--- config.mk ---
export PLATFORM = sky130hd
export DESIGN_NAME = timer_countdown_core
export DESIGN_NICKNAME = d
export VERILOG_FILES = /design/src/rtl/timer_pkg.sv /design/src/rtl/timer_tick_sync.sv /design/src/rtl/timer_countdown_core.sv
export SDC_FILE = /design/constraint.sdc
export NUM_CORES = 1
export LEC_CHECK = 0
export BUFFER_PORTS_ARGS = -buffer_cell sky130_fd_sc_hd__buf_2
export CAP_MARGIN = 15
export CORE_AREA = 2 2 57 54
export DETAILED_ROUTE_END_ITERATION = 7
export DIE_AREA = 0 0 59 56
export PLACE_DENSITY = 0.75
export SYNTH_ARGS = -nofsm -noshare
export SYNTH_HDL_FRONTEND = slang
export SYNTH_SLANG_ARGS = --single-unit
--- constraint.sdc ---
create_clock -name CLK100M -period 2.2 [get_ports CLK100M]
set_clock_uncertainty 0.05 [all_clocks]
set_input_delay 0.44 -clock CLK100M [delete_from_list [all_inputs] [get_ports CLK100M]]
set_output_delay 0.44 -clock CLK100M [all_outputs]
set_load 0.01 [all_outputs]
--- src/rtl/timer_pkg.sv ---
// rtl/timer_pkg.sv - shared widths and state encoding for the countdown timer
package timer_pkg;

  localparam int SEC_W = 7;
  localparam int BCD_W = 4;

  typedef enum logic [1:0] {
    IDLE    = 2'd0,
    RUNNING = 2'd1,
    PAUSED  = 2'd2,
    EXPIRED = 2'd3
  } timer_state_t;

endpackage

--- src/rtl/timer_tick_sync.sv ---
// rtl/timer_tick_sync.sv - brings the divider's CLK1 toggle into CLK100M and emits a tick per transition
module timer_tick_sync (
  input  logic CLK100M,
  input  logic RST_N,
  input  logic CLK1,
  output logic tick
);

  logic sync1, sync2, sync3;

  always_ff @(posedge CLK100M) begin
    if (!RST_N) begin
      sync1 <= 1'b0;
      sync2 <= 1'b0;
      sync3 <= 1'b0;
    end else begin
      sync1 <= CLK1;
      sync2 <= sync1;
      sync3 <= sync2;
    end
  end

  // Either edge counts; the tick is consumed on the third clock edge after CLK1 moves.
  assign tick = sync2 ^ sync3;

endmodule

--- src/rtl/timer_countdown_core.sv ---
// rtl/timer_countdown_core.sv - loadable, pausable seconds countdown; optional warn output under TIMER_WARN_EN
module timer_countdown_core
  import timer_pkg::*;
#(
  parameter int MAX_SECONDS     = 99,
  parameter int DEFAULT_SECONDS = 60,
  parameter int WARN_SECONDS    = 10
) (
  input  logic             CLK100M,
  input  logic             RST_N,
  input  logic             CLK1,
  input  logic             load,
  input  logic [SEC_W-1:0] load_value,
  input  logic             start,
  input  logic             pause,
  output logic [SEC_W-1:0] seconds_left,
  output logic [BCD_W-1:0] bcd_tens,
  output logic [BCD_W-1:0] bcd_ones,
  output logic             running,
  output logic             expired,
`ifdef TIMER_WARN_EN
  output logic             warn,
`endif
  output logic             done
);

  localparam logic [SEC_W-1:0] MAX_S = SEC_W'(MAX_SECONDS);
  localparam logic [SEC_W-1:0] DEF_S = SEC_W'(DEFAULT_SECONDS);

  if (MAX_SECONDS > 99 || DEFAULT_SECONDS > MAX_SECONDS || WARN_SECONDS > MAX_SECONDS) begin : g_param_check
    $error("timer_countdown_core: seconds parameters out of range");
  end

  timer_state_t state;
  logic         tick;

  timer_tick_sync u_tick_sync (
    .CLK100M (CLK100M),
    .RST_N   (RST_N),
    .CLK1    (CLK1),
    .tick    (tick)
  );

  always_ff @(posedge CLK100M) begin
    if (!RST_N) begin
      state        <= IDLE;
      seconds_left <= DEF_S;
      running      <= 1'b0;
      expired      <= 1'b0;
      done         <= 1'b0;
    end else begin
      expired <= 1'b0;
      if (load) begin
        state        <= IDLE;
        seconds_left <= (load_value > MAX_S) ? MAX_S : load_value;
        running      <= 1'b0;
        done         <= 1'b0;
      end else begin
        case (state)
          IDLE: begin
            if (start && seconds_left != '0) begin
              state   <= RUNNING;
              running <= 1'b1;
            end
          end
          RUNNING: begin
            // Pause takes precedence over a coincident tick.
            if (pause) begin
              state   <= PAUSED;
              running <= 1'b0;
            end else if (tick) begin
              if (seconds_left == SEC_W'(1)) begin
                seconds_left <= '0;
                state        <= EXPIRED;
                running      <= 1'b0;
                done         <= 1'b1;
                expired      <= 1'b1;
              end else begin
                seconds_left <= seconds_left - SEC_W'(1);
              end
            end
          end
          PAUSED: begin
            if (!pause) begin
              state   <= RUNNING;
              running <= 1'b1;
            end
          end
          default: ;
        endcase
      end
    end
  end

  always_ff @(posedge CLK100M) begin
    if (!RST_N) begin
      bcd_tens <= BCD_W'(DEFAULT_SECONDS / 10);
      bcd_ones <= BCD_W'(DEFAULT_SECONDS % 10);
    end else begin
      bcd_tens <= BCD_W'(seconds_left / SEC_W'(10));
      bcd_ones <= BCD_W'(seconds_left % SEC_W'(10));
    end
  end

`ifdef TIMER_WARN_EN
  localparam logic [SEC_W-1:0] WARN_S = SEC_W'(WARN_SECONDS);

  always_ff @(posedge CLK100M) begin
    if (!RST_N) begin
      warn <= 1'b0;
    end else begin
      warn <= (state == RUNNING || state == PAUSED) &&
              (seconds_left != '0) && (seconds_left <= WARN_S);
    end
  end
`endif

endmodule

==> impl_metrics.csv, run 1 <==
group,metric,value,unit
run_status,outcome,"finished clean",
timing,max_freq,511,MHz
logic_synthesis,syn_nets,187,
drt,ant_nets,0,
power_and_ir_drop,power,0.000922,W
logic_synthesis,muxShareOfSynthArea,3.03,%
logic_synthesis,syn_area,1360,sq um
cells_and_area,fin_util,59.2,%
logic_synthesis,synth_adder_area_share,5.41,%
floorplan,die_w,59,microns
global_route,grt_pass1_vias,1303,
clock_network,clockBufferDepth,2,
timing,tightestPinTransition,312,ps
global_route,grt_pass1_wl,5540,microns
worst_hold_path,hold_path_class,"in2reg",
clock_network,post_cts_resized,0,
drt,drt_wl_total,3260,microns
critical_path,reg2reg_depth,8,
critical_path,reg2reg_from,"seconds_left[6]",
critical_path,startpoint,"seconds_left[6]",
clock_network,hold_buffers,0,
floorplan,core,2660,sq um
logic_synthesis,ys_seq_area_share,33.8,%
floorplan,row_count,18,
drt,wl_per_cell,14.2,microns
cells_and_area,syn2layout_area_growth,15.3,%
cells_and_area,fill_cells,255,
critical_path,required,2400,ps
cells_and_area,drive_gt1_share,24.5,%
logic_synthesis,ys_ff_latch,23,
timing,post-route-period-util,88.9,%
critical_path,arrival,2160,ps
drt,firstDrtPassIters,4,
clock_network,cts_buffers,3,
timing,setup_viol_count_final,0,
critical_path,cp-start-kind,"register",
logic_synthesis,yosys.area_share.simple,24.9,%
cells_and_area,layout_commonest_cell,"buf_2",
logic_synthesis,synth_top_family_by_area,"simple AND/OR/NAND/NOR gates",
floorplan,die_area,3300,sq um
placement,place_congestion,0.813,
critical_path,crit_fanout,9,
global_route,grt_max_degree,16,
logic_synthesis,synthCells,169,
cells_and_area,stdcell_area,1570,sq um
cells_and_area,layout_common_cells,"30 x buf_2, 23 x dfxtp_1, 18 x nand2_1, 16 x nor2_1, 13 x o21ai_0",
clock_network,root_buffer,"clkbuf_4",
timing,tns,0,ps
timing,slew_headroom,79.0,%
logic_synthesis,synth-async-reset-ratio,0,%
timing,fin_crit,1960,ps
drt,viasPerCell,6.01,
logic_synthesis,synth_cell_types,57,
clock_network,cts_setup_buffers,0,
logic_synthesis,synth_compound_area_share,24.5,%
worst_hold_path,hold_start,"CLK1",
logic_synthesis,synth_xor_area_share,2.57,%
power_and_ir_drop,powerDensity,586,nW/um^2
critical_path,r2r-end,"bcd_ones[2]",
placement,dpl-instance-area,1540,sq um
timing,slew_viol_final,0,
power_and_ir_drop,peakVddDrop,0.253,mV
placement,dp_hpwl,2470,microns
power_and_ir_drop,p_leak,0.675,nW
logic_synthesis,synth_edf_count,0,
cells_and_area,antennaDiodeCount,0,
critical_path,endpoint,"bcd_ones[2]",
timing,rsz0062_at_grt,"no",
logic_synthesis,syn_area_per_cell,8.07,sq um
global_route,antenna_found_initial,0,
placement,io_buffers,30,
cells_and_area,regArea,460,sq um
drt,drt_iter0_drc,100,
logic_synthesis,yosysWarningCount,0,
global_route,grt-ovfl-total,0,
clock_network,clk_pin_slew,140,ps
critical_path,r2r_slack,240,ps
floorplan,initial_core_util,51.3,%
global_route,grt.total_usage,21.3,%
floorplan,die_h,56,microns
clock_network,cts.sinks,23,
timing,hold_viol,0,
cells_and_area,multi_input_area,823,sq um
critical_path,crit_type,"reg2reg",
clock_network,htreeDepth,1,
run,max_cap_violations,0,
drt,drc,0,
clock_network,cts_tree,"yes",
floorplan,ios,31,
drt,vias,1383,
logic_synthesis,ys.flop_type,"dfxtp_1",
clock_network,clk_latency,320,ps
cells_and_area,fin_nets,219,
critical_path,cp-end-kind,"register",
[worst max-delay path, stage by stage (launching register included)]
cell	delay, ps
dfxtp_1	360
clkinv_1	240
xnor2_1	240
a32oi_1	110
o31a_1	140
ha_1	210
nand2b_1	190
a31o_1	230
a21oi_1	120
[sequential cells by signal (all words and copies together) (netlist names)]
signal             count
bcd_tens               4
done                   1
seconds_left           7
state                  2
u_tick_sync.sync3      1
running                1
expired                1
u_tick_sync.sync2      1
u_tick_sync.sync1      1
bcd_ones               4
[cells in the mapped netlist, types with 2 or more instances]
library cell / count / area, sq um
dfxtp_1: 23 / 460
nor2_1: 16 / 60.1
o21ai_1: 3 / 15.0
a21oi_1: 10 / 50.1
buf_4: 3 / 22.5
nand4b_1: 2 / 17.5
mux2i_1: 3 / 30.0
clkbuf_1: 4 / 15.0
a31oi_1: 3 / 18.8
nor3_1: 6 / 30.0
ha_1: 5 / 62.6
clkinv_1: 2 / 7.51
nor2b_1: 2 / 12.5
inv_1: 4 / 15.0
o22ai_1: 2 / 12.5
nand2b_1: 4 / 25.0
xor2_1: 3 / 26.3
nand2_1: 18 / 67.6
nand3_1: 3 / 15.0
and2_1: 3 / 18.8
nor3b_1: 2 / 15.0
o21ai_0: 13 / 65.1
[final cells by class]
class	count	share of cell area [%]
clock inverter	1	0.477
clock buffer	3	1.43
timing repair buffer	36	12.4
multi-input combinational	130	52.3
tap	30	2.39
inverter	7	1.67
sequential	23	29.3
[layer usage]
metal  part of all wire (%)  wire length [microns]  track usage [%]
met1                     44                   1420             27.1
met2                     48                   1560             35.2
met3                    6.8                    223             3.26
met4                    1.5                     48             8.77
met5                      0                      0                0
[power by group]
| group | switching (W) | leakage, nW | internal [W] | total, W |
|---|---|---|---|---|
| Sequential | 0.0000178 | 0.190 | 0.000447 | 0.000464 |
| Clock | 0.000138 | 0.0139 | 0.0000695 | 0.000207 |
| Combinational | 0.000142 | 0.471 | 0.000108 | 0.000250 |
[worst min-delay path by stage]
| stage | end | slack (ps) | cells past startpoint |
|---|---|---|---|
| 2_1_floorplan | u_tick_sync.sync2 | 360 | 1 |
| 3_3_place_gp | u_tick_sync.sync2 | 360 | 1 |
| 3_5_place_dp | u_tick_sync.sync2 | 380 | 1 |
| 4_1_cts | u_tick_sync.sync1 | 270 | 2 |
| 5_1_grt | u_tick_sync.sync1 | 260 | 2 |
| 6_report | u_tick_sync.sync1 | 260 | 2 |
[per-stage QoR]
| stage | cells | hold slack (ps) | setup WS [ps] |
|---|---|---|---|
| after global placement | 226 | 364 | 380 |
| final | 230 | 263 | 243 |
| after global routing | 230 | 262 | 92.0 |
| after floorplan | 169 | 362 | 246 |
| after detailed placement | 226 | 377 | 277 |
| after CTS | 230 | 267 | 240 |
[cells by family (layout without fill, tap and decap cells)]
family,Yosys count,after routing
flip-flops,23,23
AO/OA/AOI/OAI,50,50
AND/OR/NAND/NOR,66,66
adder cells (fa/ha/maj),6,6
multiplexers,4,4
XOR/XNOR,4,4
buffers and inverters,16,47
Power figures use the tool's default switching activity.
==> run 2, diff against run 1 <==
--- a/config.mk
+++ b/config.mk
@@ -7,10 +7,9 @@
 export LEC_CHECK = 0
 export BUFFER_PORTS_ARGS = -buffer_cell sky130_fd_sc_hd__buf_2
 export CAP_MARGIN = 15
-export CORE_AREA = 2 2 57 54
+export CORE_AREA = 2 2 81 76
 export DETAILED_ROUTE_END_ITERATION = 7
-export DIE_AREA = 0 0 59 56
-export PLACE_DENSITY = 0.75
+export DIE_AREA = 0 0 83 78
 export SYNTH_ARGS = -nofsm -noshare
 export SYNTH_HDL_FRONTEND = slang
 export SYNTH_SLANG_ARGS = --single-unit
==> run 2 against run 1 <==
  * Global-route usage down 11 points
  * Largest power group unchanged
  * Die area grew 96%
  * Sequential cell count unchanged
  * Fmax increased by 0.38%
  * Combinational power hardly changed
==> impl_metrics.csv, run 2 (synthesis results as in run 1) <==
group,metric,value,unit
drt,ant_nets,0,
floorplan,die_area,6470,sq um
timing,hold_viol,0,
clock_network,post_cts_resized,0,
timing,fin_crit,1950,ps
critical_path,cpPeakStageDelay,430,ps
cells_and_area,largest_register_ffs,7,
cells_and_area,instances_no_fill,271,
critical_path,reg2reg_depth,8,
timing,rsz0062_at_grt,"no",
clock_network,clk_latency,270,ps
critical_path,cp-start-kind,"register",
clock_network,hold_buffers,0,
floorplan,die_h,78,microns
critical_path,arrival,2100,ps
clock_network,root_buffer,"clkbuf_8",
placement,dp_hpwl,2580,microns
timing,tightestPinTransition,527,ps
clock_network,htreeDepth,1,
critical_path,critPathSlowestCell,"dfxtp_1",
timing,slew_viol_final,0,
critical_path,crit_type,"reg2reg",
cells_and_area,fin_util,29.6,%
global_route,grt.total_usage,10.6,%
cells_and_area,layout_commonest_cell,"buf_2",
drt,viasPerCell,4.76,
floorplan,core,5560,sq um
power_and_ir_drop,peakVddDrop,0.247,mV
timing,worst_slack,251,ps
cells_and_area,fin_nets,220,
timing,max_freq,513,MHz
floorplan,row_count,26,
global_route,grt_max_degree,16,
timing,whs,335,ps
timing,tns,0,ps
clock_network,clockBufferDepth,2,
clock_network,cts.sinks,23,
cells_and_area,layout_common_cells,"30 x buf_2, 23 x dfxtp_1, 18 x nand2_1, 16 x nor2_1, 13 x o21ai_0",
global_route,grt-ovfl-total,0,
cells_and_area,drive_gt1_share,24.4,%
placement,pre_cts_ws,275,ps
timing,slew_headroom,64.8,%
global_route,antenna_found_initial,0,
drt,wl_per_cell,12.3,microns
global_route,grt_pass1_vias,1180,
clock_network,cts_setup_buffers,0,
power_and_ir_drop,p_leak,0.688,nW
drt,drt_wl_total,3330,microns
clock_network,cts_buffers,3,
floorplan,die_w,83,microns
run_status,outcome,"finished clean",
cells_and_area,top_register,"seconds_left",
floorplan,initial_core_util,24.5,%
clock_network,clk_pin_slew,80,ps
drt,drt_iter0_drc,48,
placement,dp.cells,267,
worst_hold_path,hold_path_class,"in2reg",
cells_and_area,antennaDiodeCount,0,
cells_and_area,syn2layout_area_growth,20.6,%
run,max_cap_violations,0,
cells_and_area,reg.largest.list,"seconds_left (7), bcd_ones (4), bcd_tens (4)",
timing,setup_viol_count_final,0,
cells_and_area,fill_cells,622,
critical_path,crit_chain,"and2b_1, xnor2_1, a32oi_1, o31a_1, ha_1, nand2b_1, a31o_1, a21oi_1",
critical_path,cp-end-kind,"register",
placement,io_buffers,30,
critical_path,crit_fanout,7,
critical_path,required,2350,ps
placement,place_congestion,0.854,
worst_hold_path,holdPathStages,2,
drt,drc,0,
power_and_ir_drop,powerDensity,596,nW/um^2
clock_network,cts_tree,"yes",
drt,vias,1289,
floorplan,ios,31,
timing,post-route-period-util,88.6,%
drt,firstDrtPassIters,4,
global_route,grt_pass1_wl,5640,microns
-- run 2: cell types whose count changed in the layout (fill, tap and decap cells not counted), sizes merged --
cell      change
clkbuf        +1
buf           +1
clkinvlp      -1
-- run 2: metal layers --
| layer | wire length [microns] | track usage [%] | share of wire [%] | up-vias |
|---|---|---|---|---|
| li1 | - | - | - | 674 |
| met1 | 1680 | 14.2 | 51 | 587 |
| met2 | 1460 | 16.5 | 44 | 26 |
| met3 | 164 | 3.19 | 4.9 | 2 |
| met4 | 17 | 2.79 | 0.51 | 0 |
| met5 | 0 | 0 | 0 | - |
-- run 2: power breakdown --
| part | internal [W] | total, W | leakage [nW] | switching (W) |
|---|---|---|---|---|
| registers | 0.000446 | 0.000467 | 0.190 | 0.0000206 |
| clock network | 0.000129 | 0.000267 | 0.0228 | 0.000137 |
| logic | 0.000110 | 0.000247 | 0.475 | 0.000137 |
-- run 2: final cells by class --
type / instances / area [sq um] / share of cell area [%]
well taps: 70 / 87.6 / 5.32
multi-input cells: 130 / 823 / 50.0
clock buffers: 4 / 45.0 / 2.74
repair buffers: 37 / 203 / 12.3
flip-flops and latches: 23 / 460 / 28.0
inverters: 7 / 26.3 / 1.60
-- run 2: worst paths after layout --
| path | end | slack, ps | from |
|---|---|---|---|
| min | u_tick_sync.sync1 | 330 | CLK1 |
| min reg2reg | u_tick_sync.sync2 | 390 | u_tick_sync.sync1 |
| max reg2reg | bcd_ones[2] | 250 | seconds_left[5] |
| max | bcd_ones[2] | 250 | seconds_left[5] |
-- run 2: critical path: cells and delay by family, from the launching register on --
kind | cells | cell delay [ps]
compound gates | 4 | 570
simple gates | 2 | 480
flops | 1 | 430
xor+xnor | 1 | 150
fa+ha+maj | 1 | 200
-- run 2: metrics by stage --
stage	power, W	area (sq um)
6_report	0.000980	1650
5_1_grt	0.00105	1650
4_1_cts	0.000997	1650
3_5_place_dp	0.000725	1600
3_3_place_gp	0.000723	1600
2_1_floorplan	0.000646	1360
==> run 3, diff against run 2 <==
--- a/config.mk
+++ b/config.mk
@@ -6,7 +6,7 @@
 export NUM_CORES = 1
 export LEC_CHECK = 0
 export BUFFER_PORTS_ARGS = -buffer_cell sky130_fd_sc_hd__buf_2
-export CAP_MARGIN = 15
+export CAP_MARGIN = 20
 export CORE_AREA = 2 2 81 76
 export DETAILED_ROUTE_END_ITERATION = 7
 export DIE_AREA = 0 0 83 78
==> constraint.sdc (replaced) <==
create_clock -name CLK100M -period 1.6 [get_ports CLK100M]
set_clock_uncertainty 0.05 [all_clocks]
set_input_delay 0.32 -clock CLK100M [delete_from_list [all_inputs] [get_ports CLK100M]]
set_output_delay 0.32 -clock CLK100M [all_outputs]
set_load 0.01 [all_outputs]
==> run 3 against run 2 <==
  * The run now ends with negative setup slack left
  * Global-route usage grew 1.2 points
  * Non-clock buffer count up 29
  * Clock power rose by 42%
  * Sequential cell count unchanged
  * Highest routed layer unchanged
==> impl_metrics.csv, run 3 (synthesis results as in run 1) <==
group,metric,value,unit
critical_path,crit_fanout,5,
cells_and_area,layout_common_cells,"31 x buf_4, 30 x buf_2, 18 x nand2_1, 17 x dfxtp_1, 15 x nor2_1",
clock_network,clk_pin_slew,90,ps
clock_network,cts_buffers,3,
timing,slew_viol_final,0,
timing,slew_headroom,74.9,%
drt,drt_iter0_drc,72,
cells_and_area,fin_nets,249,
floorplan,core,5560,sq um
timing,tightestPinTransition,375,ps
global_route,antenna_found_initial,0,
run,max_cap_violations,0,
global_route,grt.total_usage,11.8,%
cells_and_area,layout_commonest_cell,"buf_4",
timing,worst_slack,-187,ps
run_status,outcome,"finished with violations",
floorplan,initial_core_util,24.5,%
timing,rsz0062_at_grt,"yes",
clock_network,hold_buffers,0,
timing,max_freq,560,MHz
floorplan,ios,31,
drt,maxUsedRoutingLayer,"met4",
cells_and_area,stdcell_area,2050,sq um
critical_path,arrival,1900,ps
drt,firstDrtPassIters,6,
critical_path,cp-end-kind,"register",
floorplan,die_area,6470,sq um
drt,wl_met2,1890,microns
placement,io_buffers,30,
cells_and_area,antennaDiodeCount,0,
drt,wl_per_cell,13.2,microns
drt,wl_met3,166,microns
placement,dp_hpwl,2910,microns
clock_network,cts_tree,"yes",
clock_network,cts.sinks,23,
placement,dpl-instance-area,1800,sq um
drt,viasPerCell,4.86,
floorplan,die_h,78,microns
cells_and_area,largest_register_ffs,7,
clock_network,clockBufferDepth,2,
global_route,grt-ovfl-total,0,
timing,post-route-period-util,112,%
cells_and_area,top_register,"seconds_left",
global_route,grt_pass1_vias,1340,
cells_and_area,drive_gt1_share,48.7,%
cells_and_area,syn2layout_area_growth,50.6,%
cells_and_area,instances_no_fill,300,
drt,drt_wl_total,3970,microns
placement,place_congestion,0.836,
clock_network,clk_latency,270,ps
worst_hold_path,hold_path_class,"in2reg",
drt,ant_nets,0,
timing,setup_viol_count_final,4,
floorplan,die_w,83,microns
floorplan,row_count,26,
critical_path,cp-start-kind,"register",
run_status,violations,"negative setup slack",
drt,met1Wirelength,1840,microns
power_and_ir_drop,powerDensity,743,nW/um^2
drt,vias,1457,
drt,drc,0,
power_and_ir_drop,p_leak,0.861,nW
timing,hold_viol,0,
cells_and_area,reg.largest.list,"seconds_left (7), bcd_ones (4), bcd_tens (4)",
global_route,grt_pass1_wl,6310,microns
clock_network,htreeDepth,1,
clock_network,root_buffer,"clkbuf_8",
power_and_ir_drop,peakVddDrop,0.387,mV
critical_path,required,1720,ps
critical_path,crit_type,"reg2reg",
placement,dp.cells,291,
global_route,grt_max_degree,14,
timing,fin_crit,1790,ps
==> run 3: metal layers <==
layer  track usage [%]  up-vias
met3              2.98        6
met4              3.93        0
met2              18.7       45
li1                  -      729
met1              15.7      677
met5                 0        -
==> run 3: layout make-up <==
| class | count | area, sq um |
|---|---|---|
| Fill cell | 571 | 3510 |
| Multi-Input combinational cell | 130 | 975 |
| Sequential cell | 23 | 475 |
| Timing Repair Buffer | 66 | 439 |
| Tap cell | 70 | 87.6 |
| Clock buffer | 3 | 41.3 |
| Inverter | 7 | 30.0 |
| Clock inverter | 1 | 5.00 |
==> run 3: critical path, stage by stage, from the launching register on <==
cell	delay, ps
dfxtp_4	350
and2b_4	290
o22ai_2	90
a32oi_1	170
o31a_1	200
ha_2	200
nand2b_4	130
nand2_2	70
mux2i_1	130
==> run 3: report_power, final <==
| part | total (W) | internal, W | switching (W) |
|---|---|---|---|
| Combinational | 0.000509 | 0.000257 | 0.000252 |
| Clock | 0.000379 | 0.000174 | 0.000204 |
| Sequential | 0.000638 | 0.000614 | 0.0000239 |
==> run 3: path summary, 6_finish.rpt <==
kind                                   startpoint                 to  slack, ps  cells after the start
worst max-delay path              seconds_left[3]        bcd_ones[1]       -190                      8
worst min-delay path                         CLK1  u_tick_sync.sync1        200                      2
worst max register to register    seconds_left[3]        bcd_ones[1]       -190                      8
worst min register to register  u_tick_sync.sync1  u_tick_sync.sync2        390                      1
==> run 3: per-stage QoR <==
step	hold WS (ps)	power, W	utilization (%)	worst slack (ps)	setup TNS [ps]
2_1_floorplan	362	0.000900	-	-160	-492
3_3_place_gp	364	0.00106	32.4	-141	-529
3_5_place_dp	372	0.00107	32.4	-169	-678
4_1_cts	195	0.00148	34.2	-155	-560
5_1_grt	196	0.00162	36.9	-290	-1080
6_report	203	0.00153	36.9	-187	-672
==> run 3: what timing repair did <==
| action | in CTS | in global routing |
|---|---|---|
| setup endpoints to repair | 8 | 13 |
| pin swaps | 4 | 9 |
| gates resized for setup | 10 | 33 |
| setup buffers | 3 | 2 |
